## src/rtl/pep_batch_scheduler_pkg.sv

```systemverilog
// ============================================================================
// pep_batch_scheduler_pkg : shared batch sizing and scheduler state encoding
// Rev 1.0
// ============================================================================
`default_nettype none

package pep_batch_scheduler_pkg;

    localparam int BATCH_PBS_NB = 12;
    localparam int TOTAL_PBS_NB = 32;

    typedef enum logic [1:0] {
        S_IDLE  = 2'd0,
        S_FILL  = 2'd1,
        S_ISSUE = 2'd2,
        S_RUN   = 2'd3
    } sched_state_e;

endpackage

`default_nettype wire

```

## src/rtl/pep_batch_scheduler_if.sv

```systemverilog
// ============================================================================
// pep_batch_scheduler_if : batch command / completion / release bundle
// Rev 1.0
// ============================================================================
`default_nettype none

interface pep_batch_scheduler_if #(
    parameter int TOTAL_PBS_NB = pep_batch_scheduler_pkg::TOTAL_PBS_NB,
    parameter int CNT_W        = $clog2(pep_batch_scheduler_pkg::BATCH_PBS_NB + 1)
);
    logic                    batch_vld;
    logic                    batch_rdy;
    logic [TOTAL_PBS_NB-1:0] batch_mask;
    logic [CNT_W-1:0]        batch_pbs_nb;
    logic                    batch_done;
    logic                    release_vld;
    logic [TOTAL_PBS_NB-1:0] release_mask;

    modport master (
        output batch_vld, batch_mask, batch_pbs_nb, release_vld, release_mask,
        input  batch_rdy, batch_done
    );

    modport slave (
        input  batch_vld, batch_mask, batch_pbs_nb, release_vld, release_mask,
        output batch_rdy, batch_done
    );
endinterface

`default_nettype wire

```

## src/rtl/pep_batch_sched_select.sv

```systemverilog
// ============================================================================
// pep_batch_sched_select : keeps the lowest-indexed set bits of mask, up to limit
// Rev 1.0
// ============================================================================
`default_nettype none

module pep_batch_sched_select #(
    parameter int MASK_W = 32,
    parameter int CNT_W  = 4
) (
    input  wire logic [MASK_W-1:0] mask,
    input  wire logic [CNT_W-1:0]  limit,
    output logic      [MASK_W-1:0] sel_mask,
    output logic      [CNT_W-1:0]  sel_cnt
);

    always_comb begin
        sel_mask = '0;
        sel_cnt  = '0;
        for (int i = 0; i < MASK_W; i++) begin
            if (mask[i] && (sel_cnt < limit)) begin
                sel_mask[i] = 1'b1;
                sel_cnt     = sel_cnt + CNT_W'(1);
            end
        end
    end

endmodule

`default_nettype wire

```

## src/rtl/pep_batch_scheduler.sv

```systemverilog
// ============================================================================
// pep_batch_scheduler : gathers ready PBS slots into batches, one in flight
// Rev 1.0
// ============================================================================
`default_nettype none

module pep_batch_scheduler
    import pep_batch_scheduler_pkg::*;
#(
    parameter int BATCH_PBS_NB = pep_batch_scheduler_pkg::BATCH_PBS_NB,
    parameter int TOTAL_PBS_NB = pep_batch_scheduler_pkg::TOTAL_PBS_NB,
    parameter int TIMEOUT_W    = 16,
    localparam int PID_W       = $clog2(TOTAL_PBS_NB),
    localparam int CNT_W       = $clog2(BATCH_PBS_NB + 1),
    localparam int RC_W        = $clog2(TOTAL_PBS_NB + 1)
) (
    input  wire logic                 clk,
    input  wire logic                 s_rst,
    input  wire logic [TIMEOUT_W-1:0] cfg_timeout,
    input  wire logic                 flush,
    input  wire logic                 rdy_vld,
    input  wire logic [PID_W-1:0]     rdy_pid,
    pep_batch_scheduler_if.master     bif,
    output logic                      busy,
    output logic                      err
);

    localparam logic [RC_W-1:0]  c_batch_thr   = RC_W'(BATCH_PBS_NB);
    localparam logic [CNT_W-1:0] c_batch_limit = CNT_W'(BATCH_PBS_NB);

    sched_state_e            r_state;
    sched_state_e            w_state_nxt;
    logic                    w_issue;

    logic [TOTAL_PBS_NB-1:0] r_ready_mask;
    logic [RC_W-1:0]         w_ready_cnt;
    logic [TOTAL_PBS_NB-1:0] r_batch_mask;
    logic [CNT_W-1:0]        r_batch_cnt;
    logic                    r_batch_vld;
    logic                    r_release_vld;
    logic [TOTAL_PBS_NB-1:0] r_release_mask;
    logic [TIMEOUT_W-1:0]    r_timer;
    logic                    r_err;

    logic [TOTAL_PBS_NB-1:0] w_sel_mask;
    logic [CNT_W-1:0]        w_sel_cnt;
    logic [TOTAL_PBS_NB-1:0] w_pid_onehot;
    logic [TOTAL_PBS_NB-1:0] w_inflight;
    logic                    w_busy;
    logic                    w_dup;
    logic                    w_accept;
    logic                    w_done_ok;
    logic                    w_err_evt;

    pep_batch_sched_select #(
        .MASK_W (TOTAL_PBS_NB),
        .CNT_W  (CNT_W)
    ) u_select (
        .mask     (r_ready_mask),
        .limit    (c_batch_limit),
        .sel_mask (w_sel_mask),
        .sel_cnt  (w_sel_cnt)
    );

    always_comb begin
        w_ready_cnt = '0;
        for (int i = 0; i < TOTAL_PBS_NB; i++) begin
            w_ready_cnt = w_ready_cnt + RC_W'(r_ready_mask[i]);
        end
    end

    // An out-of-range pid shifts to an all-zero one-hot and is silently dropped.
    assign w_pid_onehot = TOTAL_PBS_NB'(1) << rdy_pid;
    assign w_busy       = (r_state == S_ISSUE) || (r_state == S_RUN);
    assign w_inflight   = w_busy ? r_batch_mask : '0;
    assign w_dup        = rdy_vld && (|(w_pid_onehot & (r_ready_mask | w_inflight)));
    assign w_accept     = rdy_vld && !w_dup;
    assign w_done_ok    = bif.batch_done && (r_state == S_RUN);
    assign w_err_evt    = w_dup || (bif.batch_done && (r_state != S_RUN));

    always_ff @(posedge clk) begin
        if (s_rst) begin
            r_state <= S_IDLE;
        end else begin
            r_state <= w_state_nxt;
        end
    end

    always_comb begin
        w_state_nxt = r_state;
        w_issue     = 1'b0;
        case (r_state)
            S_IDLE: begin
                if (w_ready_cnt != '0) begin
                    w_state_nxt = S_FILL;
                end
            end
            S_FILL: begin
                if ((w_ready_cnt >= c_batch_thr) || (r_timer >= cfg_timeout) || flush) begin
                    w_state_nxt = S_ISSUE;
                    w_issue     = 1'b1;
                end
            end
            S_ISSUE: begin
                if (r_batch_vld && bif.batch_rdy) begin
                    w_state_nxt = S_RUN;
                end
            end
            S_RUN: begin
                if (bif.batch_done) begin
                    w_state_nxt = (w_ready_cnt != '0) ? S_FILL : S_IDLE;
                end
            end
            default: w_state_nxt = S_IDLE;
        endcase
    end

    // A pid arriving in the selection cycle is not in r_ready_mask yet, so it
    // survives the clear and waits for the next batch.
    always_ff @(posedge clk) begin
        if (s_rst) begin
            r_ready_mask   <= '0;
            r_batch_mask   <= '0;
            r_batch_cnt    <= '0;
            r_batch_vld    <= 1'b0;
            r_release_vld  <= 1'b0;
            r_release_mask <= '0;
            r_timer        <= '0;
            r_err          <= 1'b0;
        end else begin
            r_ready_mask <= (r_ready_mask & ~(w_issue ? w_sel_mask : '0))
                          | (w_accept ? w_pid_onehot : '0);
            if (w_issue) begin
                r_batch_mask <= w_sel_mask;
                r_batch_cnt  <= w_sel_cnt;
            end
            r_batch_vld    <= (w_state_nxt == S_ISSUE);
            r_release_vld  <= w_done_ok;
            r_release_mask <= w_done_ok ? r_batch_mask : '0;
            if (r_state == S_FILL) begin
                if (r_timer != '1) begin
                    r_timer <= r_timer + TIMEOUT_W'(1);
                end
            end else begin
                r_timer <= '0;
            end
            if (w_err_evt) begin
                r_err <= 1'b1;
            end
        end
    end

    assign bif.batch_vld    = r_batch_vld;
    assign bif.batch_mask   = r_batch_mask;
    assign bif.batch_pbs_nb = r_batch_cnt;
    assign bif.release_vld  = r_release_vld;
    assign bif.release_mask = r_release_mask;
    assign busy             = w_busy;
    assign err              = r_err;

endmodule

`default_nettype wire

```

## src/flat_wrapper.sv

```systemverilog
// flat-port wrapper written by rule: the top's interface ports become plain ports
module pep_batch_scheduler_flat import pep_batch_scheduler_pkg::*;
#(
    parameter int BATCH_PBS_NB = pep_batch_scheduler_pkg::BATCH_PBS_NB,
    parameter int TOTAL_PBS_NB = pep_batch_scheduler_pkg::TOTAL_PBS_NB,
    parameter int TIMEOUT_W    = 16,
    localparam int PID_W       = $clog2(TOTAL_PBS_NB),
    localparam int CNT_W       = $clog2(BATCH_PBS_NB + 1),
    localparam int RC_W        = $clog2(TOTAL_PBS_NB + 1)
)
  (clk, s_rst, cfg_timeout, flush, rdy_vld, rdy_pid, busy, err, bif_batch_vld, bif_batch_mask, bif_batch_pbs_nb, bif_release_vld, bif_release_mask, bif_batch_rdy, bif_batch_done);
  pep_batch_scheduler_if #(.TOTAL_PBS_NB(TOTAL_PBS_NB)) bif_i ();
  input  wire logic clk;
  input  wire logic s_rst;
  input  wire logic [TIMEOUT_W-1:0] cfg_timeout;
  input  wire logic flush;
  input  wire logic rdy_vld;
  input  wire logic [PID_W-1:0] rdy_pid;
  output logic busy;
  output logic err;
  output wire logic [$bits(bif_i.batch_vld)-1:0] bif_batch_vld;
  output wire logic [$bits(bif_i.batch_mask)-1:0] bif_batch_mask;
  output wire logic [$bits(bif_i.batch_pbs_nb)-1:0] bif_batch_pbs_nb;
  output wire logic [$bits(bif_i.release_vld)-1:0] bif_release_vld;
  output wire logic [$bits(bif_i.release_mask)-1:0] bif_release_mask;
  input wire logic [$bits(bif_i.batch_rdy)-1:0] bif_batch_rdy;
  input wire logic [$bits(bif_i.batch_done)-1:0] bif_batch_done;
  assign bif_batch_vld = bif_i.batch_vld;
  assign bif_batch_mask = bif_i.batch_mask;
  assign bif_batch_pbs_nb = bif_i.batch_pbs_nb;
  assign bif_release_vld = bif_i.release_vld;
  assign bif_release_mask = bif_i.release_mask;
  assign bif_i.batch_rdy = bif_batch_rdy;
  assign bif_i.batch_done = bif_batch_done;
  pep_batch_scheduler #(.BATCH_PBS_NB(BATCH_PBS_NB), .TOTAL_PBS_NB(TOTAL_PBS_NB), .TIMEOUT_W(TIMEOUT_W)) u_core (.clk(clk), .s_rst(s_rst), .cfg_timeout(cfg_timeout), .flush(flush), .rdy_vld(rdy_vld), .rdy_pid(rdy_pid), .bif(bif_i), .busy(busy), .err(err));
endmodule
```

## config.mk

```make
export PLATFORM = sky130hd
export DESIGN_NAME = pep_batch_scheduler_flat
export DESIGN_NICKNAME = d
export VERILOG_FILES = /design/src/rtl/pep_batch_scheduler_pkg.sv /design/src/rtl/pep_batch_scheduler_if.sv /design/src/rtl/pep_batch_sched_select.sv /design/src/rtl/pep_batch_scheduler.sv /design/src/flat_wrapper.sv
export SDC_FILE = /design/constraint.sdc
export NUM_CORES = 1
export LEC_CHECK = 0
export CAP_MARGIN = 20
export CORE_ASPECT_RATIO = 1.4
export CORE_UTILIZATION = 61
export DETAILED_ROUTE_END_ITERATION = 10
export PLACE_DENSITY_LB_ADDON = 0.25
export SLEW_MARGIN = 20
export SYNTH_ARGS = -nofsm -noshare
export SYNTH_HDL_FRONTEND = slang
export SYNTH_HIERARCHICAL = 1
export SYNTH_SLANG_ARGS = --single-unit
```

## constraint.sdc

```tcl
create_clock -name clk -period 48.8 [get_ports clk]
set_input_delay 9.76 -clock clk [delete_from_list [all_inputs] [get_ports clk]]
set_output_delay 9.76 -clock clk [all_outputs]
set_load 0.03 [all_outputs]
```

# Word level (Yosys, flattened, before mapping)
# Cells that the tools add are included.
word_totals:
  output_inout_bits: 72
  regBits: 121
  mem_bits_ro: 0
  latch_bits: 0
  mem_bits_rw: 0
  memories: 0
  input_bits: 27
op_classes:
  n_mux: 75
  magnitude_cmp: 33
  div: 0
  eq_ne: 6
  bitwise_logic: 7
  n_shift: 1
  multipliers: 0
  n_reduce_logical: 46
  n_addsub: 63
ops:
  columns: ["op", "n"]
  rows:
  - ["6-bit by 1-bit adder with 6-bit output", 30]
  - ["4-bit by 1-bit adder with 4-bit output, second input constant", 31]
  - ["4-bit less-than comparator, second input constant", 31]
  - ["4-bit 2-to-1 mux", 31]
  - ["32-bit 2-to-1 mux", 3]
  - ["32-bit bitwise AND", 2]
  - ["32-bit OR", 2]
  - ["1-bit logical AND", 36]
  - ["1-bit 2-to-1 mux", 36]
  - ["32-bit NOT", 1]
  - ["32-bit OR reduction", 1]
  - ["1-bit by 5-bit left shift with 32-bit output, first input constant", 1]
  - ["16-bit by 1-bit adder with 16-bit output, second input constant", 1]
  - ["16-bit greater-or-equal comparator", 1]
  - ["16-bit != test, second input constant", 1]
  - ["2-bit 2-to-1 mux", 4]
  - ["2-bit case mux with 4 select lines", 1]
  - ["2-bit == test, second input constant", 3]
  - ["6-bit by 4-bit greater-or-equal comparator with 1-bit output, second input constant", 1]
  - ["6-bit nonzero test", 1]
  - ["1-bit logical OR", 4]
  - ["2-bit OR reduction", 2]
  - ["1-bit by 1-bit adder with 2-bit output", 1]
  - ["2-bit by 1-bit == test with 1-bit output, second input constant", 1]
  - ["other kinds (4)", 5]

# Depth between registers and ports, before layout
depth:
  depth_word: 98
  mapped_depth: 240

# Hierarchy
# Netlist, hierarchy kept.
by_module_without_submodules:
  columns: ["module", "cells_each", "instances", "area_each_um2", "seq_area_each_um2"]
  rows:
  - ["pep_batch_sched_select", 959, 1, 6967.9, 0.0]
  - ["pep_batch_scheduler", 696, 1, 6184.7, 2422.3]

# Least setup slack after synthesis
# Ideal clock, no wire load.
synth_timing:
  path_type: "reg2reg"
  start: "register u_core.r_ready_mask[0]"
  end: "register u_core.r_batch_cnt[1] (netlist: u_core/bif.batch_pbs_nb[1])"
  path_stages_with_launch: 198
  setup_slack_ns: 11.112
  required_ns: 48.667
  period_less_slack_ns: 37.688
  arrival_ns: 37.555
  setup_time_ns: 0.133
  cell_sequence: "dfxtp_1 o31ai_1 ha_1 o221ai_2 mux2i_1 mux2_2 ha_1 nand2_1 o41ai_4 xnor2_2 clkinv_2 ha_1 o211ai_1 and3_1 clkbuf_1 and2_1 a31oi_1 inv_1 [... 162 more ...] o21ai_0 a21oi_1 nand3_1 o311a_1 o211ai_2 inv_1 ha_1 a21oi_1 o21a_1 clkbuf_1 mux2_2 ha_1 a21oi_1 nor2b_1 nor4b_1 mux2_2 nand2_1 mux2i_1"
synth_via:
  elab_chain_cells: 94
synth_lines:
  columns: ["item", "line_no", "text"]
  rows:
  - ["start, declared", "pep_batch_scheduler.sv:35", "logic [TOTAL_PBS_NB-1:0] r_ready_mask;"]
  - ["start signal, assigned", "pep_batch_scheduler.sv:131", "r_ready_mask <= (r_ready_mask & ~(w_issue ? w_sel_mask : '0))"]
  - ["1-bit 2-to-1 mux (*)", "pep_batch_sched_select.sv:21", "if (mask[i] && (sel_cnt < limit)) begin"]
  - ["4-bit less-than comparator", "pep_batch_sched_select.sv:21", null]
  - ["1-bit logical AND", "pep_batch_sched_select.sv:21", null]
  - ["4-bit 2-to-1 mux (*)", "pep_batch_sched_select.sv:21", null]
  - ["4-bit less-than comparator", "pep_batch_sched_select.sv:21", null]
  - ["1-bit logical AND", "pep_batch_sched_select.sv:21", null]
  - ["4-bit 2-to-1 mux (*)", "pep_batch_sched_select.sv:21", null]
  - ["4-bit less-than comparator", "pep_batch_sched_select.sv:21", null]
  - ["[... 79 more ...]", null, null]
  - ["4-bit 2-to-1 mux (*)", "pep_batch_sched_select.sv:21", null]
  - ["4-bit less-than comparator", "pep_batch_sched_select.sv:21", null]
  - ["1-bit logical AND", "pep_batch_sched_select.sv:21", null]
  - ["4-bit 2-to-1 mux (*)", "pep_batch_sched_select.sv:21", null]
  - ["4-bit less-than comparator", "pep_batch_sched_select.sv:21", null]
  - ["1-bit logical AND", "pep_batch_sched_select.sv:21", null]
  - ["4-bit 2-to-1 mux (*)", "pep_batch_sched_select.sv:21", null]
  - ["named net u_core.w_sel_cnt[1]", "pep_batch_scheduler.sv:46", "logic [CNT_W-1:0] w_sel_cnt;"]
  - ["end signal, assigned", "pep_batch_scheduler.sv:135", "r_batch_cnt <= w_sel_cnt;"]
  - ["end, declared", "pep_batch_scheduler.sv:38", "logic [CNT_W-1:0] r_batch_cnt;"]
# Mark *: on every way through the listed nets, which the timed path passes. The rest lies on a longest branch.
# A chain may end at the register's enable or synchronous reset.

# Worst setup path in the final report
layout_timing:
  start: "register u_core.r_ready_mask[0]"
  end: "register u_core.r_batch_cnt[3] (netlist: u_core/bif.batch_pbs_nb[3])"
# Same word-level chain as after synthesis.

==> impl_metrics.tcl <==
set metrics [dict create \
    cts_buffers 17 \
    syn_avg_cell_area_um2 7.95 \
    slowest_stage "nor4b_1" \
    cts_resized 0 \
    period_share_pct 89.4 \
    cts_max_level 4 \
    slowest_delay_ns 0.87 \
    max_cap_violations 0 \
    drt.antenna.violating_nets 0 \
    final_common_cell "nand2_1" \
    crit_path_max_fanout 8 \
    path_class "register to register" \
    reg2reg_depth 200 \
    first_pass_iters 8 \
    io_pins 99 \
    grt_pass1_vias 12797 \
    finalSetupViolCount 0 \
    hold_viol 0 \
    drive_gt1_share_pct 6.62 \
    hpwl_mm 29.1 \
    fillers 1733 \
    setup_tns_ns 0 \
    clkTransAtPathRegs_ns 0.06 \
    syn_to_final_growth_pct 13.6 \
    final_cell_mix "nand2_1 (153), inv_1 (145), ha_1 (141), dfxtp_1 (121), a21oi_1 (106)" \
    finalWirelength_mm 39.1 \
    dpl_cell_area_um2 14300 \
    final_max_slew_viol_count 0 \
    num_vias 13299 \
    worst_slew_pin_slew_ns 1.21 \
    leakage_nw 6.58 \
    synth_cell_types 104 \
    outcome "finished clean" \
    die_h_um 176 \
    io_buffers 98 \
    slew_headroom_pct 19.1 \
    routabilityCongestion 0.982 \
    hp-class "register to register" \
    post_cts_buffers 0 \
    fin_area_um2 14900 \
    grt.overflow.total 0 \
    antenna_found_initial 0 \
    die-area_um2 22200 \
    synthFlopType "dfxtp_1" \
    route.met2.wl_mm 19.1 \
    wl_met3_mm 2.66 \
    end_kind "register" \
    highest-signal-layer "met4" \
    placedCellCount 1979 \
    cts_tree "built" \
    wl_met1_mm 15.1 \
    synth_edf_count 0 \
    holdPathStages 2 \
    clk_path_buf_depth 2 \
    via_per_inst 6.61 \
    cp-start-kind "register" \
    netlist_area_um2 13200 \
    instances_no_fill 2011 \
    cts_hold_buf 0 \
    start_util_pct 62.3 \
    cp_data_required_time_ns 49.15 \
    crit_top_cell "ha_1" \
    yosysWarningCount 6 \
    nets 1930 \
    grt_pass1_wl_mm 63.0 \
    rsz0062_at_grt "no" \
    arrival_ns 43.98 \
    die-width_um 126 \
    cts_sinks 121 \
    maxClockFrequency_mhz 22.9 \
    syn_inst 1655 \
    cts_root_buf "clkbuf_16" \
    rows 63 \
    grt_start_max_net_pins 58 \
    track_usage_pct 35.5 \
    seq_area_frac_synth_pct 18.4 \
    core-area_um2 21100 \
    ir_drop_mv 0.0231 \
    power_density_nw_per_um2 19.8 \
    min_period_ns 43.63 \
    power_uw 297 \
    antenna_cells 0 \
    skew_ns 0.00830 \
    clk_latency_ns 0.42 \
    drc 0 \
    wl_per_cell_um 19.4 \
    drtIter0Drc 1084 \
    ys_seq_elements 121 \
    synthArstFlopShare_pct 0 \
]
==> synthesized netlist by cell type, drive strengths merged (43+ instances only) <==
cell / count / area, µm²
and2: 57 / 357
nand3: 60 / 300
o211ai: 47 / 363
o21ai: 66 / 334
dfxtp: 121 / 2420
xnor2: 46 / 500
nand2: 153 / 574
nor2: 93 / 349
a21oi: 108 / 544
ha: 141 / 1760
inv: 151 / 572
nor2b: 43 / 269
==> report_power, final <==
| group | internal [mW] | switching, mW | leakage [nW] |
|---|---|---|---|
| combinational | 0.0218 | 0.0417 | 5.31 |
| sequential | 0.100 | 0.00124 | 0.975 |
| clock | 0.0821 | 0.0497 | 0.294 |
| total | 0.204 | 0.0927 | 6.58 |
==> logic make-up after synthesis <==
kind of cell,count (synthesis),share of synthesized area (%)
buf+inv,208,6.22
simple gates,565,22.3
mux,44,3.59
other cells,3,0.0856
fa+ha+maj,165,17.1
xor+xnor,82,7.31
flops,121,18.4
compound gates,467,25.0
==> registers in the layout (all words and copies together) (netlist names) <==
register and flops:
u_core/bif.batch_mask 32, u_core/bif.batch_pbs_nb 4, u_core/r_timer 16, u_core/bif.release_vld 1, u_core/err 1, u_core/r_state 2, u_core/r_ready_mask 32, u_core/bif.batch_vld 1
u_core/bif.release_mask 32
==> cell type report <==
type | instances | area, µm² | area share, %
inverter | 152 | 577 | 3.86
sequential | 121 | 2420 | 16.2
multi-input combinational | 1341 | 9980 | 66.8
clock buffer | 19 | 443 | 2.96
timing repair buffer | 105 | 1030 | 6.88
tap | 260 | 325 | 2.18
clock inverter | 13 | 168 | 1.12
==> critical path: cells and delay by family, from the launching register on <==
kind                     cells  cell delay (ns)
flip-flops                   1             0.42
XOR/XNOR                    27             6.50
AO/OA/AOI/OAI               57            14.00
buffers and inverters       16             1.54
AND/OR/NAND/NOR             64            10.95
adder cells (fa/ha/maj)     29             8.09
multiplexers                 7             2.05
==> metal layers <==
metal / track usage [%] / vias up
li1: - / 6205
met1: 40.0 / 6238
met2: 61.6 / 680
met3: 5.82 / 176
met4: 23.6 / 0
met5: 0 / -
==> path summary, 6_finish.rpt <==
check,startpoint,endpoint,slack (ns)
worst min-delay path,u_core/bif.batch_pbs_nb[0],u_core/bif.batch_pbs_nb[0],0.47
worst max register to register,u_core/r_ready_mask[0],u_core/bif.batch_pbs_nb[3],5.17
worst max-delay path,u_core/r_ready_mask[0],u_core/bif.batch_pbs_nb[3],5.17
worst min register to register,u_core/bif.batch_pbs_nb[0],u_core/bif.batch_pbs_nb[0],0.47
==> through the flow <==
step           hold slack, ns  utilization (%)  setup WS (ns)
2_1_floorplan           0.470                -          11.11
3_3_place_gp            0.455             67.9           7.50
3_5_place_dp            0.451             67.9           6.22
4_1_cts                 0.478             70.8           6.00
5_1_grt                 0.494             70.8           1.96
6_report                0.474             70.8           5.17
Note: power is estimated with default switching activity, not from simulation.
